File: config.mk
export PLATFORM = sky130hd
export DESIGN_NAME = reg_hex_display
export DESIGN_NICKNAME = d
export VERILOG_FILES = /design/src/rtl/reg_hex_display.sv
export SDC_FILE = /design/constraint.sdc
export NUM_CORES = 1
export LEC_CHECK = 0
export CORE_MARGIN = 2
export CORE_UTILIZATION = 31
export DETAILED_ROUTE_END_ITERATION = 6
export PLACE_DENSITY = 0.47
export SLEW_MARGIN = 20
export SYNTH_ARGS = -nofsm -noshare
export SYNTH_HDL_FRONTEND = slang
export SYNTH_SLANG_ARGS = --single-unit
File: constraint.sdc
create_clock -name clock -period 3.2 [get_ports clock]
set_input_delay 0.8 -clock clock [delete_from_list [all_inputs] [get_ports clock]]
set_output_delay 0.8 -clock clock [all_outputs]
set_load 0.02 [all_outputs]
File: src/rtl/reg_hex_display.sv
// Four-digit hex display of one halfword of a 32-bit register value.
// The scan snapshots number and the halfword select once per frame so a
// digit never shows a mix of old and new data. A debounced pushbutton
// toggles which halfword is shown; the change takes effect at a frame
// boundary.
//
// Ports:
//   clock     board clock, rising edge
//   reset_n   asynchronous active-low reset
//   number    32-bit value to display (asynchronous to the scan)
//   half_btn  raw bouncing pushbutton; each press toggles the halfword
//   Anodes    digit enables, active-low, bit 0 = rightmost digit
//   Cathodes  segments {g,f,e,d,c,b,a}, active-low
//   half_led  1 = number[31:16] shown, 0 = number[15:0] shown
module reg_hex_display #(
    parameter int unsigned REFRESH_DIV     = 100000,
    parameter int unsigned DEBOUNCE_CYCLES = 1000000
) (
    input  logic        clock,
    input  logic        reset_n,
    input  logic [31:0] number,
    input  logic        half_btn,
    output logic [3:0]  Anodes,
    output logic [6:0]  Cathodes,
    output logic        half_led
);

    localparam int unsigned REF_W = (REFRESH_DIV > 1) ? $clog2(REFRESH_DIV) : 1;
    localparam int unsigned DB_W  = (DEBOUNCE_CYCLES > 1) ? $clog2(DEBOUNCE_CYCLES) : 1;

    logic [REF_W-1:0] ref_cnt;
    logic [1:0]       digit_idx;
    logic [31:0]      snapshot;
    logic             sync1;
    logic             sync2;
    logic [DB_W-1:0]  db_cnt;
    logic             db_level;
    logic             half_tog;

    logic             tick;
    logic             frame_end;
    logic             db_differ;
    logic             db_fire;
    logic             db_rise;
    logic [15:0]      half_word;
    logic [3:0]       nibble;
    logic [3:0]       anodes_nxt;
    logic [6:0]       seg_nxt;

    // Scan timing and debounce decisions
    always_comb begin
        tick      = (ref_cnt == REF_W'(REFRESH_DIV - 1));
        frame_end = tick && (digit_idx == 2'd3);
        db_differ = (sync2 != db_level);
        db_fire   = db_differ && (db_cnt == DB_W'(DEBOUNCE_CYCLES - 1));
        db_rise   = db_fire && sync2;
    end

    // Digit data path: select halfword, nibble, anode and glyph
    always_comb begin
        half_word  = half_led ? snapshot[31:16] : snapshot[15:0];
        nibble     = half_word[3:0];
        anodes_nxt = 4'b1110;
        case (digit_idx)
            2'd0: begin nibble = half_word[3:0];   anodes_nxt = 4'b1110; end
            2'd1: begin nibble = half_word[7:4];   anodes_nxt = 4'b1101; end
            2'd2: begin nibble = half_word[11:8];  anodes_nxt = 4'b1011; end
            default: begin nibble = half_word[15:12]; anodes_nxt = 4'b0111; end
        endcase
        seg_nxt = 7'h7F;
        case (nibble)
            4'h0: seg_nxt = 7'h40;
            4'h1: seg_nxt = 7'h79;
            4'h2: seg_nxt = 7'h24;
            4'h3: seg_nxt = 7'h30;
            4'h4: seg_nxt = 7'h19;
            4'h5: seg_nxt = 7'h12;
            4'h6: seg_nxt = 7'h02;
            4'h7: seg_nxt = 7'h78;
            4'h8: seg_nxt = 7'h00;
            4'h9: seg_nxt = 7'h10;
            4'hA: seg_nxt = 7'h08;
            4'hB: seg_nxt = 7'h03;
            4'hC: seg_nxt = 7'h46;
            4'hD: seg_nxt = 7'h21;
            4'hE: seg_nxt = 7'h06;
            default: seg_nxt = 7'h0E;
        endcase
    end

    // State registers
    always_ff @(posedge clock or negedge reset_n) begin
        if (!reset_n) begin
            ref_cnt   <= '0;
            digit_idx <= '0;
            snapshot  <= '0;
            sync1     <= 1'b0;
            sync2     <= 1'b0;
            db_cnt    <= '0;
            db_level  <= 1'b0;
            half_tog  <= 1'b0;
            half_led  <= 1'b0;
            Anodes    <= 4'hF;
            Cathodes  <= 7'h7F;
        end else begin
            sync1 <= half_btn;
            sync2 <= sync1;

            if (!db_differ) begin
                db_cnt <= '0;
            end else if (db_fire) begin
                db_cnt   <= '0;
                db_level <= sync2;
            end else begin
                db_cnt <= db_cnt + DB_W'(1);
            end

            if (db_rise) begin
                half_tog <= ~half_tog;
            end

            ref_cnt <= tick ? '0 : ref_cnt + REF_W'(1);
            if (tick) begin
                digit_idx <= digit_idx + 2'd1;
            end

            // Pre-edge half_tog is captured, so a same-edge toggle waits a frame
            if (frame_end) begin
                snapshot <= number;
                half_led <= half_tog;
            end

            Anodes   <= anodes_nxt;
            Cathodes <= seg_nxt;
        end
    end

endmodule

After elaboration in Yosys (flattened, before gate mapping) --
Memories as Yosys holds them, arrays and structs flattened. A register that Yosys moved wholly into a read port is not among the register bits. Cells that the tools add are included.
Word-level totals: register bits 80, memory bits (read-only) 112, input port bits 35, output and inout port bits 12, word-level logic and storage cells 33, memories 1
Memory list:
- (no name shown) | depth 16, bits a word 7, rd ports 1, clocked after memory_dff 1, wr ports 0, line 71 | case (nibble)
Operators by class: $add $sub $neg 3, equality and inequality tests 6, mux-type cells 6, bitwise gates (word level) 1, reductions and logical operators 6
Operator list (count):
- $mux W20 | 2
- $pmux W4 S3 | 2
- $add A20 B1 Y20 const B | 1
- $eq A20 B20 Y1 const B | 1
- $add A17 B1 Y17 const B | 1
- $eq A17 B17 Y1 const B | 1
- $mux W17 | 1
- $mux W16 | 1
- $eq A2 B2 Y1 const B | 2
- $logic_and A1 B1 Y1 | 3
- $add A2 B1 Y2 const B | 1
- $eq A2 B1 Y1 const B | 1
- $logic_not A2 Y1 | 1
- $reduce_and A2 Y1 | 1
- $logic_not A1 Y1 | 1
- $ne A1 B1 Y1 | 1
- $not A1 Y1 | 1

Longest topological paths before layout --
depth after elaboration 4, mapped depth 11, depth with buffers taken out 10

Worst setup path before layout --
OpenSTA, ideal clock, no wires.
kind register to register, from register digit_idx[0], to register Cathodes[0], library setup time 0.084 ns, data arrival time 2.153 ns, data required time 3.116 ns, slack 0.963 ns, cell stages (with the launch flop) 11, path buffers 1, clock period less this slack 2.237 ns, path through dfrtp_1 > inv_1 > ha_1 > clkbuf_1 > a222oi_1 > o21ai_0 > a21oi_1 > inv_1 > ha_1 > nor3b_1 > a211oi_1
On the way: word-level cells in the longest chain between the ends 2, elaborated cells on any way between the ends 4, classes of those cells 2 x eq/ne; 1 x mux; 1 x reduce/logical
RTL lines:
- from (decl) | line 32 | logic [1:0] digit_idx;
- from (signal assigned) | line 124 | digit_idx <= digit_idx + 2'd1;
- $eq A2 B2 Y1, or another cell as far along | line 64 | case (digit_idx)
- $pmux W4 S3 (*) | line 64
- to (decl) | line 24 | output logic [6:0] Cathodes,
Mark *: on every way between the ends. The rest lies on a longest branch, timed or not. A chain may end at the register's enable or synchronous reset.

Final worst setup path --
Same ends and word-level chain as after synthesis.

==> impl_results.rst <==
.. list-table::
   :header-rows: 1

   * - Metric
     - Value
   * - Standard-cell rows
     - 42
   * - Reg2Reg Capture Point
     - Cathodes[0]
   * - Setup_tns
     - 0 ps
   * - Post-detailed-placement cell area
     - 4810 um^2
   * - Die outline area
     - 14400 um^2
   * - Clock tree from TritonCTS
     - done
   * - Ratio of routed vias to standard cells
     - 4.60
   * - Worst IR drop on VDD
     - 0.000269 V
   * - Wire length reported by the detailed router
     - 8.25 mm
   * - Kind of start point of the critical path
     - register
   * - Worst skew pair latency
     - 350 ps
   * - Number of flops mapped to enable cells by yosys
     - 0
   * - Main area contributors after synthesis
     - sky130_fd_sc_hd__dfrtp_1, sky130_fd_sc_hd__mux2_4, sky130_fd_sc_hd__dfstp_2, sky130_fd_sc_hd__xnor2_1, sky130_fd_sc_hd__ha_1
   * - Proportion of power drawn by combinational gates
     - 7.0%
   * - Power share of the sequential group
     - 46.7%
   * - Standby leakage power
     - 2.27 nW
   * - Post-route design area
     - 5140 um^2
   * - Required time at the endpoint of the critical path
     - 3470 ps
   * - Floorplan core area
     - 13200 um^2
   * - Sw power
     - 519 uW
   * - Critical path class
     - reg -> reg
   * - Average routed wire per standard cell
     - 14.4 um
   * - First-pass GRT wire length
     - 14.1 mm
   * - Predominant post-synthesis flop cell
     - sky130_fd_sc_hd__dfrtp_1
   * - Drt initial violations
     - 133
   * - Hold Path Stages
     - 0
   * - End point of the most critical hold path
     - sync2
   * - Multi-input gate area
     - 1850 um^2
   * - Remaining global-route overflow
     - 0
   * - Unrepaired setup endpoints after global routing
     - false
   * - Switching Fraction
     - 20.9%
   * - Worst path arrival time
     - 2810 ps
   * - Startpoint of the worst register-to-register path
     - digit_idx[0]
   * - Die extent in x
     - 120 um
   * - Portion of the clock cycle consumed by the worst path in the final layout
     - 79.4%
   * - Largest net degree at the start of global routing
     - 48
   * - Net Count, Synth
     - 391
   * - Hold Crit Class
     - reg -> reg
   * - # nets final
     - 441
   * - Peak Freq
     - 394 MHz
   * - Clock edge transition at the registers on the reported setup and hold paths
     - 60 ps
   * - Initial antenna violation count
     - 0
   * - Worst slew margin
     - 58.8%
   * - Internal power component
     - 1.96 mW
   * - Max-slew violations
     - 0
   * - Via count
     - 2638
   * - Buffer cell driving the clock tree root
     - sky130_fd_sc_hd__clkbuf_16
   * - Mean cell area of the mapped netlist
     - 12.2 um^2
   * - Number of global-route vias before repair
     - 2689
   * - Critical Path End Type
     - register
   * - Buffer levels on the longest clock path
     - 2
   * - Worst-path maximum fanout
     - 9
   * - Sink Count
     - 87
   * - Startpoint of the lowest-slack hold path
     - sync1
   * - Relative area change from synthesis to final layout
     - 23.4%
   * - Starting utilization of the core area
     - 31.6%
   * - Grt met2 use
     - 19.9%
   * - Global routing met3 resource utilization
     - 5.75%
   * - Number of warnings reported in the yosys synthesis log
     - 0
   * - CTS-repair resized insts
     - 0
   * - Top cell type's share of synthesized area
     - 45.7%
   * - Measured slew at the worst slew-check pin
     - 618 ps
   * - Most numerous cell in the Yosys netlist
     - sky130_fd_sc_hd__dfrtp_1
   * - Fill count
     - 1253
   * - TritonCTS buffer count
     - 9
   * - # setup viols final
     - 0
   * - H-tree levels
     - 3
   * - Reg2Reg Setup Slack
     - 660 ps
   * - Post-Syn Instances
     - 342
   * - Post-layout min period
     - 2540 ps
   * - Final critical-path setup slack
     - 659 ps
   * - List of most frequent post-synthesis cells
     - sky130_fd_sc_hd__dfrtp_1, sky130_fd_sc_hd__nor2_1, sky130_fd_sc_hd__mux2_4
   * - # IOs
     - 47
   * - Grt met1 use
     - 16.0%
   * - Weighted congestion at the end of routability-driven global placement
     - 0.791
   * - Count of hold buffers inserted by post-cts repair
     - 0
   * - Maxcap violations
     - 0
   * - Overall routing resource usage
     - 12.8%
   * - Cell depth of the worst flop-to-flop path
     - 9
   * - Number of antenna diodes
     - 0
   * - Detailed-routing iteration count for the pre-antenna-repair pass
     - 4
   * - Synth Register Bits
     - 87
   * - Proportion of synthesized chip area in sequential cells
     - 52.6%
   * - DRC errors left
     - 0
   * - Total count of hold-check failures in the final report
     - 0
   * - Run status
     - complete, no violations
   * - Final antenna-violating net count
     - 0
   * - Power per Cell Area
     - 483 nW/um^2
   * - Total standard cell area after synthesis
     - 4160 um^2
   * - Port Buf Inserts
     - 46
   * - Ys async rst share
     - 100%
   * - Detail Placement HPWL
     - 5.73 mm
   * - Die height
     - 120 um
   * - Most congested layer reported by global routing
     - met2
   * - Post-place setup slack
     - 615 ps
   * - Post-synthesis cell type count
     - 45
   * - Storage element area
     - 2190 um^2
   * - Layout cells sized above 1
     - 18.1%
   * - Setup Fix Bufs, Post-CTS
     - 0
   * - Library cell with the largest summed area after synthesis
     - sky130_fd_sc_hd__dfrtp_1
   * - Clock share of power
     - 46.3%
   * - Final clock skew
     - 5.52 ps
[layout make-up]
type                            instances  area share (%)
Timing Repair Buffer                   50            9.74
Tap cell                              176            4.29
Inverter                               14            1.02
Clock buffer                           13            5.06
Clock inverter                          3            1.27
Sequential cell                        87            42.6
Multi-Input combinational cell        230            36.0
[worst max-delay path: stages (launching register included)]
cell	delay, ps
sky130_fd_sc_hd__dfrtp_1	400
sky130_fd_sc_hd__inv_1	120
sky130_fd_sc_hd__ha_1	320
sky130_fd_sc_hd__a222oi_1	350
sky130_fd_sc_hd__o21ai_0	120
sky130_fd_sc_hd__a21oi_1	420
sky130_fd_sc_hd__inv_1	180
sky130_fd_sc_hd__ha_1	270
sky130_fd_sc_hd__nor3b_1	210
sky130_fd_sc_hd__a211oi_1	70
[routing by layer]
layer	part of all wire [%]	wire, um
met5	0	0
met3	5.4	449
met4	1.1	89
met1	47	3850
met2	47	3860
[placed cells by master, fill, tap and decap left out, types with 4 or more instances in the layout]
cell                              instances
sky130_fd_sc_hd__clkdlybuf4s50_1         45
sky130_fd_sc_hd__and3_1                   5
sky130_fd_sc_hd__nor3b_1                  5
sky130_fd_sc_hd__buf_4                    4
sky130_fd_sc_hd__nand3_1                 18
sky130_fd_sc_hd__a222oi_1                 5
sky130_fd_sc_hd__nand4_1                  4
sky130_fd_sc_hd__dfstp_2                 11
sky130_fd_sc_hd__xnor2_1                 26
sky130_fd_sc_hd__inv_1                   14
sky130_fd_sc_hd__nor2_1                  40
sky130_fd_sc_hd__nand2_1                 17
sky130_fd_sc_hd__mux2i_1                  9
sky130_fd_sc_hd__clkbuf_16                9
sky130_fd_sc_hd__xor2_1                  11
sky130_fd_sc_hd__mux2_4                  30
sky130_fd_sc_hd__dfrtp_1                 76
sky130_fd_sc_hd__ha_1                    14
sky130_fd_sc_hd__mux2_2                   5
sky130_fd_sc_hd__a22oi_1                  5
sky130_fd_sc_hd__nor3_1                   4
[power by group through the flow]
stage	Combinational, mW	Sequential (mW)	Clock (mW)
floorplan	0.0715	1.18	0
global placement	0.178	1.18	0
detailed placement	0.179	1.18	0
CTS	0.180	1.16	1.19
global route	0.194	1.16	1.24
finish	0.175	1.16	1.15
[sequential cells by signal, indices dropped and copies added, names as in the netlist]
register and flops:
snapshot 32, ref_cnt 17, Anodes 4, digit_idx 2, db_level 1, sync1 1, half_tog 1, Cathodes 7
half_led 1, db_cnt 20, sync2 1
[per-stage QoR]
stage / power, mW / hold WS (ps) / std cells / utilization, %
final: 2.48 / 355 / 573 / 39.0
after global routing: 2.60 / 372 / 573 / 39.0
after CTS: 2.53 / 355 / 573 / 39.0
after detailed placement: 1.36 / 341 / 557 / 36.5
after global placement: 1.36 / 357 / 557 / 36.5
after floorplan: 1.25 / 331 / 342 / -
[how the worst max path moves through the flow]
| stage | from | to | slack [ps] | cells past startpoint |
|---|---|---|---|---|
| 2_1_floorplan | digit_idx[0] | Cathodes[0] | 960 | 10 |
| 3_3_place_gp | digit_idx[0] | Cathodes[0] | 750 | 9 |
| 3_5_place_dp | digit_idx[0] | Cathodes[0] | 610 | 9 |
| 4_1_cts | digit_idx[0] | Cathodes[0] | 600 | 9 |
| 5_1_grt | digit_idx[0] | Cathodes[0] | 320 | 9 |
| 6_report | digit_idx[0] | Cathodes[0] | 660 | 9 |
[cells by family after synthesis]
kind of cell    Yosys count  share of synthesized area (%)
compound gates           22                           4.03
mux                      44                           14.3
flops                    87                           52.6
fa+ha+maj                14                           4.21
buf+inv                  25                           2.95
simple gates            113                           14.1
xor+xnor                 37                           7.78
No activity file was read; power rests on OpenSTA's default activity.
